`config.mk`:
```
export PLATFORM = sky130hd
export DESIGN_NAME = dds_pwm_dac
export DESIGN_NICKNAME = d
export VERILOG_FILES = /design/src/rtl/dds_pwm_dac.sv
export SDC_FILE = /design/constraint.sdc
export NUM_CORES = 1
export LEC_CHECK = 0
export BUFFER_PORTS_ARGS = -buffer_cell sky130_fd_sc_hd__buf_2
export CORE_ASPECT_RATIO = 1.2
export CORE_UTILIZATION = 58
export CTS_BUF_LIST = sky130_fd_sc_hd__clkbuf_4
export CTS_CLUSTER_DIAMETER = 120
export DETAILED_ROUTE_END_ITERATION = 8
export PLACE_DENSITY = 0.91
export SLEW_MARGIN = 20
export SYNTH_ARGS = -nofsm -noshare
export SYNTH_HDL_FRONTEND = slang
export SYNTH_SLANG_ARGS = --single-unit
```
`constraint.sdc`:
```
create_clock -name clk -period 4 [get_ports clk]
set_input_delay 0.4 -clock clk [delete_from_list [all_inputs] [get_ports clk]]
set_output_delay 0.4 -clock clk [all_outputs]
set_load 0.03 [all_outputs]
```
`src/rtl/dds_pwm_dac.sv`:
```
// Sign-magnitude sample to offset-binary PWM DAC with a one-deep
// sample buffer; duty changes only on period boundaries.
module dds_pwm_dac #(
  parameter int MAG_W = 8
) (
  input  logic             clk,
  input  logic             reset,
  input  logic             en,
  input  logic             sample_valid,
  input  logic             sign_in,
  input  logic [MAG_W-1:0] mag_in,
  output logic             sample_ready,
  output logic             pwm_out,
  output logic             period_start,
  output logic [MAG_W:0]   duty_q,
  output logic             busy
);

  localparam logic [MAG_W:0] MID = {1'b1, {MAG_W{1'b0}}};
  localparam logic [MAG_W:0] ONE = {{MAG_W{1'b0}}, 1'b1};
  localparam logic [MAG_W:0] TOP = '1;

  typedef enum logic [1:0] {
    IDLE,
    RUN,
    DRAIN
  } state_t;

  state_t state_q;
  state_t state_d;

  logic [MAG_W:0]   cnt_q;
  logic [MAG_W:0]   cnt_d;
  logic [MAG_W:0]   duty_d;
  logic [MAG_W:0]   pend_duty;
  logic             pend_valid;
  logic             pend_sign;
  logic [MAG_W-1:0] pend_mag;
  logic             boundary;
  logic             load;
  logic             active_d;
  logic             pwm_d;
  logic             ps_d;

  // Offset binary: mid-scale plus signed magnitude; -0 folds onto +0.
  always_comb begin
    pend_duty = MID + {1'b0, pend_mag};
    if (pend_sign)
      pend_duty = MID - {1'b0, pend_mag};
  end

  assign boundary = (state_q != IDLE) && (cnt_q == TOP);

  always_comb begin
    state_d = state_q;
    cnt_d   = cnt_q;
    load    = 1'b0;
    unique case (state_q)
      IDLE: begin
        cnt_d = '0;
        if (en) begin
          state_d = RUN;
          load    = 1'b1;
        end
      end
      RUN, DRAIN: begin
        unique case (1'b1)
          boundary && en: begin
            state_d = RUN;
            cnt_d   = '0;
            load    = 1'b1;
          end
          boundary && !en: begin
            state_d = IDLE;
            cnt_d   = '0;
          end
          default: begin
            cnt_d = cnt_q + ONE;
            if (!en)
              state_d = DRAIN;
          end
        endcase
      end
      default: begin
        state_d = IDLE;
        cnt_d   = '0;
      end
    endcase
  end

  always_comb begin
    duty_d = duty_q;
    if (load && pend_valid)
      duty_d = pend_duty;
  end

  // Outputs are computed from next-cycle values so they register
  // in step with the counter they describe.
  assign active_d = (state_d != IDLE);
  assign pwm_d    = active_d && (cnt_d < duty_d);
  assign ps_d     = active_d && (cnt_d == '0);

  always_ff @(posedge clk or negedge reset) begin
    if (!reset) begin
      state_q      <= IDLE;
      cnt_q        <= '0;
      duty_q       <= MID;
      pend_valid   <= 1'b0;
      pend_sign    <= 1'b0;
      pend_mag     <= '0;
      pwm_out      <= 1'b0;
      period_start <= 1'b0;
    end else begin
      state_q      <= state_d;
      cnt_q        <= cnt_d;
      duty_q       <= duty_d;
      pwm_out      <= pwm_d;
      period_start <= ps_d;
      if (load && pend_valid) begin
        pend_valid <= 1'b0;
      end else if (sample_valid && !pend_valid) begin
        pend_valid <= 1'b1;
        pend_sign  <= sign_in;
        pend_mag   <= mag_in;
      end
    end
  end

  assign sample_ready = !pend_valid;
  assign busy         = (state_q != IDLE);

endmodule

```
==> results of run 1 <==
-- cell usage in the layout, fill, tap and decap left out, types with 2 or more instances in the layout --
cell type | netlist | final
nand4_1 | 3 | 3
nor2b_1 | 3 | 3
o31ai_1 | 2 | 2
a21oi_1 | 7 | 7
nand2_1 | 11 | 11
a31oi_1 | 2 | 2
xnor2_1 | 4 | 4
dfrtp_1 | 31 | 31
and3_1 | 2 | 2
xor2_1 | 8 | 8
ha_1 | 13 | 13
nor2_1 | 12 | 12
inv_1 | 17 | 17
buf_2 | 2 | 25
mux2i_1 | 3 | 3
nand3_1 | 3 | 3
clkbuf_4 | 0 | 7
o21ai_0 | 10 | 10
a21o_1 | 3 | 3
mux2_2 | 8 | 8
-- cell families after synthesis --
group | synth area share [%]
compound gates | 10.9
simple gates | 13.9
xor+xnor | 6.12
mux | 7.87
buf+inv | 4.96
fa+ha+maj | 9.48
flops | 46.7
-- path summary, 6_finish.rpt --
kind	from	slack, ns	endpoint	depth (start not counted)
max	cnt_q[0]	0.78	pwm_out	15
min	reset	0.11	period_start	1
max reg2reg	cnt_q[0]	0.78	pwm_out	15
min reg2reg	duty_q[6]	0.52	duty_q[6]	1
max in group asynchronous	reset	3.43	duty_q[6]	1
min in group clk	mag_in[1]	0.27	pend_mag[1]	3
-- registers in the layout, summed over array words and instances (netlist names) --
signal        flops
state_q           2
pwm_out           1
pend_valid        1
period_start      1
pend_mag          8
duty_q            9
pend_sign         1
cnt_q             9
-- layer usage --
| layer | vias to the layer above | global-route usage (%) |
|---|---|---|
| met4 | 0 | 14.3 |
| met5 | - | 0 |
| met2 | 37 | 44.9 |
| met1 | 615 | 26.5 |
| met3 | 9 | 6.91 |
| li1 | 625 | - |
-- per-stage QoR --
| stage | setup WS [ns] | std cells | hold slack, ns | area (sq um) | utilization, % |
|---|---|---|---|---|---|
| floorplan | 1.01 | 165 | 0.104 | 1720 | - |
| global placement | 1.01 | 221 | 0.469 | 1870 | 66.7 |
| detailed placement | 0.764 | 221 | 0.483 | 1870 | 66.7 |
| CTS | 0.746 | 229 | 0.121 | 1930 | 68.7 |
| global route | 0.573 | 229 | 0.167 | 1930 | 68.7 |
| finish | 0.776 | 229 | 0.106 | 1930 | 68.7 |
-- final cells by class --
class                      instances  area [sq um]  area share, %
timing repair buffer              26           133           6.87
inverter                          18          67.6           3.50
tap                               34          42.5           2.20
multi-input combinational        111           830           43.0
sequential                        32           802           41.5
clock inverter                     1          3.75          0.194
clock buffer                       7          52.6           2.72
-- power by group through the flow --
stage	clock network [mW]	registers, mW	logic (mW)
final	0.186	0.557	0.788
after global routing	0.204	0.574	0.878
after CTS	0.193	0.554	0.795
after detailed placement	0	0.561	0.791
after global placement	0	0.551	0.750
after floorplan	0	0.639	0.509
==> impl_metrics.json, run 1 <==
{
  "synth_warnings": 0,
  "fin_skew_ns": 0.00889,
  "synth_async_sr_flop_share_pct": 100,
  "synth.most_common_cell": "dfrtp_1",
  "grt_pass1_wl_microns": 5620,
  "setup_violations": 0,
  "required_ns": 4.23,
  "route.met3.wl_microns": 150,
  "wl_met2_microns": 1790,
  "finalCriticalPeriod_ns": 3.22,
  "worstHoldPathType": "input port to asynchronous set/reset pin",
  "synthDistinctLibCells": 40,
  "drt_iter0_markers": 31,
  "cpMostUsedCell": "ha_1",
  "grt_overflow": 0,
  "num_rows": 21,
  "maxSlewHeadroom_pct": 47.4,
  "port_buffers": 25,
  "power_density_mw_per_mm2": 793,
  "worst_pin_slew_ns": 0.788,
  "cts.clk_slew.worst_paths_ns": 0.10,
  "place.detailed.hpwl_microns": 2620,
  "status": "completed",
  "syn_area_sq_mm": 0.00172,
  "cts_hold_buffers": 0,
  "first_pass_iters": 5,
  "slowest_stage": "dfrtp_1",
  "drt-met1-wl_microns": 1260,
  "drive_gt1_share_pct": 24.1,
  "synth.area.top_cells": "dfrtp_1, ha_1, mux2_2, xor2_1, inv_1",
  "synthCells": 165,
  "nets": 220,
  "fp.dieH_microns": 61.6,
  "arrival_ns": 3.45,
  "tns_ns": 0,
  "critPathTopFamily": "simple AND/OR/NAND/NOR gates",
  "ir_drop_mv": 0.561,
  "hold_viol": 0,
  "p_int_mw": 0.845,
  "highest-signal-layer": "met4",
  "clk_latency_ns": 0.33,
  "via_per_inst": 5.62,
  "power_leakage_nw": 0.965,
  "fillCellCount": 214,
  "swShare_pct": 44.8,
  "ctsHtreeMaxLevel": 2,
  "cts_tree": "done",
  "crit_type": "register to register",
  "grt_pass1_vias": 1310,
  "yosys_register_bits": 32,
  "ys_seq_area_share_pct": 46.7,
  "cts_sinks": 32,
  "synth_edf_count": 0,
  "grt_antenna_before_repair": 0,
  "gp_congestion": 0.797,
  "grt_usage_pct": 25.0,
  "ant_nets": 0,
  "grt_max_degree": 33,
  "cp_max_fo": 16,
  "start_kind": "register",
  "rsz0062_at_grt": "no",
  "clock_path_buffers": 2,
  "crit_chain": "ha_1 -> nand2_1 -> nor3_1 -> ha_1 -> a21oi_1 -> nor4_4 -> buf_4 -> mux2_2 -> inv_1 -> ha_1 -> nand2_1 -> o21ai_0 -> a41oi_1 -> or2_2 -> o21ba_1",
  "synth_common_cells": "dfrtp_1, inv_1, ha_1, nor2_1, nand2_1",
  "power_mw": 1.53,
  "synthFlopType": "dfrtp_1",
  "max_stage_delay_ns": 0.41,
  "final_max_slew_viol_count": 0,
  "drc": 0,
  "vias": 1286,
  "syn_to_final_growth_pct": 12.5,
  "die_w_microns": 51.7,
  "end_kind": "register",
  "wl_microns": 3290,
  "fmax_mhz": 310,
  "post_cts_resized": 0,
  "post-cts-setup-buffer-count": 0,
  "io_pins": 26,
  "synth_top_area_share_pct": 45.2,
  "core_area_sq_mm": 0.00281,
  "p_comb_share_pct": 51.5,
  "p_clk_share_pct": 12.2,
  "synth_top_area_cell": "dfrtp_1",
  "antenna_cells": 0,
  "initial_utilization_pct": 61.1,
  "sequentialPowerShare_pct": 36.4,
  "fin_crit_sh_pct": 80.6,
  "syn_area_per_cell_sq_um": 10.4,
  "drv_cap": 0,
  "drt-wirelength-per-cell_microns": 14.4,
  "crit_buf_inv": 2,
  "syn-num-nets": 191,
  "power_switching_mw": 0.686,
  "cts-root-buf": "clkbuf_4",
  "die-area_sq_mm": 0.00318,
  "cts_buffers": 5
}
Power figures use the tool's default switching activity.
==> run 2: changes to the inputs <==
--- a/config.mk
+++ b/config.mk
@@ -5,13 +5,14 @@
 export SDC_FILE = /design/constraint.sdc
 export NUM_CORES = 1
 export LEC_CHECK = 0
+export ABC_AREA = 1
 export BUFFER_PORTS_ARGS = -buffer_cell sky130_fd_sc_hd__buf_2
 export CORE_ASPECT_RATIO = 1.2
-export CORE_UTILIZATION = 58
+export CORE_UTILIZATION = 53
 export CTS_BUF_LIST = sky130_fd_sc_hd__clkbuf_4
 export CTS_CLUSTER_DIAMETER = 120
 export DETAILED_ROUTE_END_ITERATION = 8
-export PLACE_DENSITY = 0.91
+export PLACE_DENSITY = 0.87
 export SLEW_MARGIN = 20
 export SYNTH_ARGS = -nofsm -noshare
 export SYNTH_HDL_FRONTEND = slang
==> constraint.sdc (replaced) <==
create_clock -name clk -period 2.93 [get_ports clk]
set_input_delay 0.293 -clock clk [delete_from_list [all_inputs] [get_ports clk]]
set_output_delay 0.293 -clock clk [all_outputs]
set_load 0.03 [all_outputs]
==> run 2 against run 1 <==
Clock-buffer cell count is 1 lower. Combinational power is 55% higher. Worst hold slack worse by 0.12 ns. The run now ends with negative hold slack left. Worst setup slack worse by 0.53 ns. Critical endpoint unchanged.
==> impl_metrics.json, run 2 <==
{
  "detailedPlace.worstSlack_ns": 0.145,
  "final_common_cell": "nand2_1",
  "ys_seq_area_share_pct": 42.8,
  "required_ns": 3.17,
  "drt_iter0_markers": 38,
  "regToRegSetupSlack_ns": 0.24,
  "die_w_microns": 56.3,
  "cts.clk_slew.worst_paths_ns": 0.10,
  "regArea_sq_um": 802,
  "grt_usage_pct": 22.5,
  "synthFlopType": "dfrtp_1",
  "cts_buffers": 5,
  "ctsHtreeMaxLevel": 2,
  "grt_max_degree": 33,
  "cts_sinks": 32,
  "via_per_inst": 5.22,
  "hold_viol": 18,
  "clock_path_buffers": 2,
  "antenna_cells": 0,
  "fin_skew_ns": 0.00933,
  "top_regs": "cnt_q x9, duty_q x9, pend_mag x8",
  "drt-wirelength-per-cell_microns": 11.9,
  "yosys_register_bits": 32,
  "core_area_sq_mm": 0.00337,
  "ir_drop_mv": 0.700,
  "first_pass_iters": 4,
  "cts-root-buf": "clkbuf_4",
  "grt_pass1_wl_microns": 6420,
  "synthCells": 239,
  "io_pins": 26,
  "grt_pass1_vias": 1601,
  "numPlacedInstances": 299,
  "die-area_sq_mm": 0.00377,
  "synth_top_area_share_pct": 41.4,
  "end_kind": "register",
  "tns_ns": 0,
  "synth.area.top_cells": "dfrtp_1, nand2_1, inv_1, ha_1, nand3_1",
  "ant_nets": 0,
  "nets": 298,
  "final_max_slew_viol_count": 0,
  "vias": 1618,
  "fp.dieH_microns": 67.1,
  "num_rows": 23,
  "setup_ws_ns": 0.244,
  "wl_microns": 3700,
  "worstHoldPathType": "input port to asynchronous set/reset pin",
  "power_density_mw_per_mm2": 1020,
  "setup_violations": 0,
  "clk_latency_ns": 0.34,
  "syn_to_final_growth_pct": 14.2,
  "maxSlewHeadroom_pct": 53.6,
  "cts_tree": "done",
  "p_clk_share_pct": 11.6,
  "crit_type": "register to register",
  "synth.most_common_cell": "nand2_1",
  "worst_pin_slew_ns": 0.696,
  "drc": 0,
  "initial_utilization_pct": 55.6,
  "grt_antenna_before_repair": 0,
  "stdcell_count": 310,
  "swShare_pct": 48.7,
  "fmax_mhz": 372,
  "synth_common_cells": "nand2_1, inv_1, dfrtp_1, nand3_1, nor2_1",
  "p_comb_share_pct": 55.7,
  "power_switching_mw": 1.06,
  "port_buffers": 25,
  "start_kind": "register",
  "drive_gt1_share_pct": 21.2,
  "syn_area_per_cell_sq_um": 7.83,
  "power_leakage_nw": 1.22,
  "cp_max_fo": 7,
  "syn-num-nets": 265,
  "syn_area_sq_mm": 0.00187,
  "finalCriticalPeriod_ns": 2.69,
  "synth_warnings": 0,
  "fillCellCount": 281,
  "synthDistinctLibCells": 27,
  "synth_top_area_cell": "dfrtp_1",
  "multiInputGateArea_sq_um": 881,
  "arrival_ns": 2.92,
  "sequentialPowerShare_pct": 32.7,
  "place.detailed.hpwl_microns": 2810,
  "p_int_mw": 1.12,
  "final_cell_mix": "nand2_1, inv_1, dfrtp_1",
  "status": "finished, violations left",
  "synth_edf_count": 0,
  "drv_cap": 0,
  "synth_async_sr_flop_share_pct": 100,
  "cts_hold_buffers": 0,
  "fin_crit_sh_pct": 91.7,
  "gp_congestion": 0.908,
  "violations": "negative hold slack",
  "grt_overflow": 0,
  "whs_ns": -0.0174
}
==> run 2: timing repair <==
item / CTS / global route
buffers inserted: 0 / 3
resized for setup: 0 / 8
setup endpoints to repair: 0 / 1
==> run 2: area by class of cell <==
class,instances,share of cell area (%)
repair buffers,29,7.44
clock inverters,2,0.527
multi-input cells,154,41.2
inverters,50,9.02
clock buffers,6,2.11
flip-flops and latches,32,37.5
well taps,37,2.17
==> run 2: power by group through the flow <==
stage / Combinational (mW) / Sequential [mW] / Clock, mW
3_5_place_dp: 1.17 / 0.719 / 0
6_report: 1.22 / 0.715 / 0.252
4_1_cts: 1.19 / 0.709 / 0.260
2_1_floorplan: 0.787 / 0.832 / 0
3_3_place_gp: 1.15 / 0.714 / 0
5_1_grt: 1.38 / 0.736 / 0.276
==> run 2: worst max-delay path: stages, from the launching register on <==
cell,delay [ns]
dfrtp_1,0.44
ha_4,0.17
nand2_1,0.06
inv_1,0.07
nand4_1,0.10
nor2_1,0.13
ha_2,0.22
nand2_1,0.07
nand2_2,0.09
nand2_4,0.09
buf_6,0.16
o21ai_2,0.15
inv_1,0.06
ha_1,0.26
nand2_1,0.04
inv_1,0.07
o21ai_1,0.08
a21oi_1,0.15
nor2_1,0.06
nand2_1,0.07
nor2_2,0.04
==> run 2: logic make-up (layout without fill, tap and decap cells) <==
| kind of cell | Yosys count | in the layout | share of synthesized area (%) |
|---|---|---|---|
| and+or+nand+nor | 103 | 103 | 24.9 |
| buffers and inverters | 53 | 87 | 11.3 |
| AOI/OAI and AO/OA | 36 | 36 | 11.3 |
| DFF | 32 | 32 | 42.8 |
| adders and majority gates | 13 | 13 | 8.69 |
| xor gates and xnor gates | 2 | 2 | 0.936 |
==> run 2: worst paths after layout <==
check / end / depth (start not counted) / from
max in group asynchronous: duty_q[6] / 1 / reset
max reg2reg: pwm_out / 20 / cnt_q[0]
min reg2reg: duty_q[2] / 2 / duty_q[2]
min: state_q[1] / 1 / reset
min in group clk: pend_mag[7] / 3 / mag_in[7]
max: pwm_out / 20 / cnt_q[0]
==> run 2: through the flow <==
| stage | total power [mW] | utilization (%) | hold slack (ns) | instance area [sq um] |
|---|---|---|---|---|
| detailed placement | 1.89 | 60.3 | 0.382 | 2030 |
| global route | 2.39 | 63.5 | 0.0412 | 2140 |
| floorplan | 1.62 | - | -0.00259 | 1870 |
| global placement | 1.86 | 60.3 | 0.372 | 2030 |
| CTS | 2.16 | 61.9 | 0.00189 | 2090 |
| finish | 2.18 | 63.5 | -0.0174 | 2140 |
==> run 2: layer usage <==
metal | vias up | global-route usage, % | wire length [microns] | part of all wire [%]
li1 | 825 | - | - | -
met1 | 734 | 23.8 | 1500 | 41
met2 | 41 | 39.7 | 1920 | 52
met3 | 18 | 4.66 | 109 | 2.9
met4 | 0 | 16.8 | 172 | 4.6
met5 | - | 0 | 0 | 0
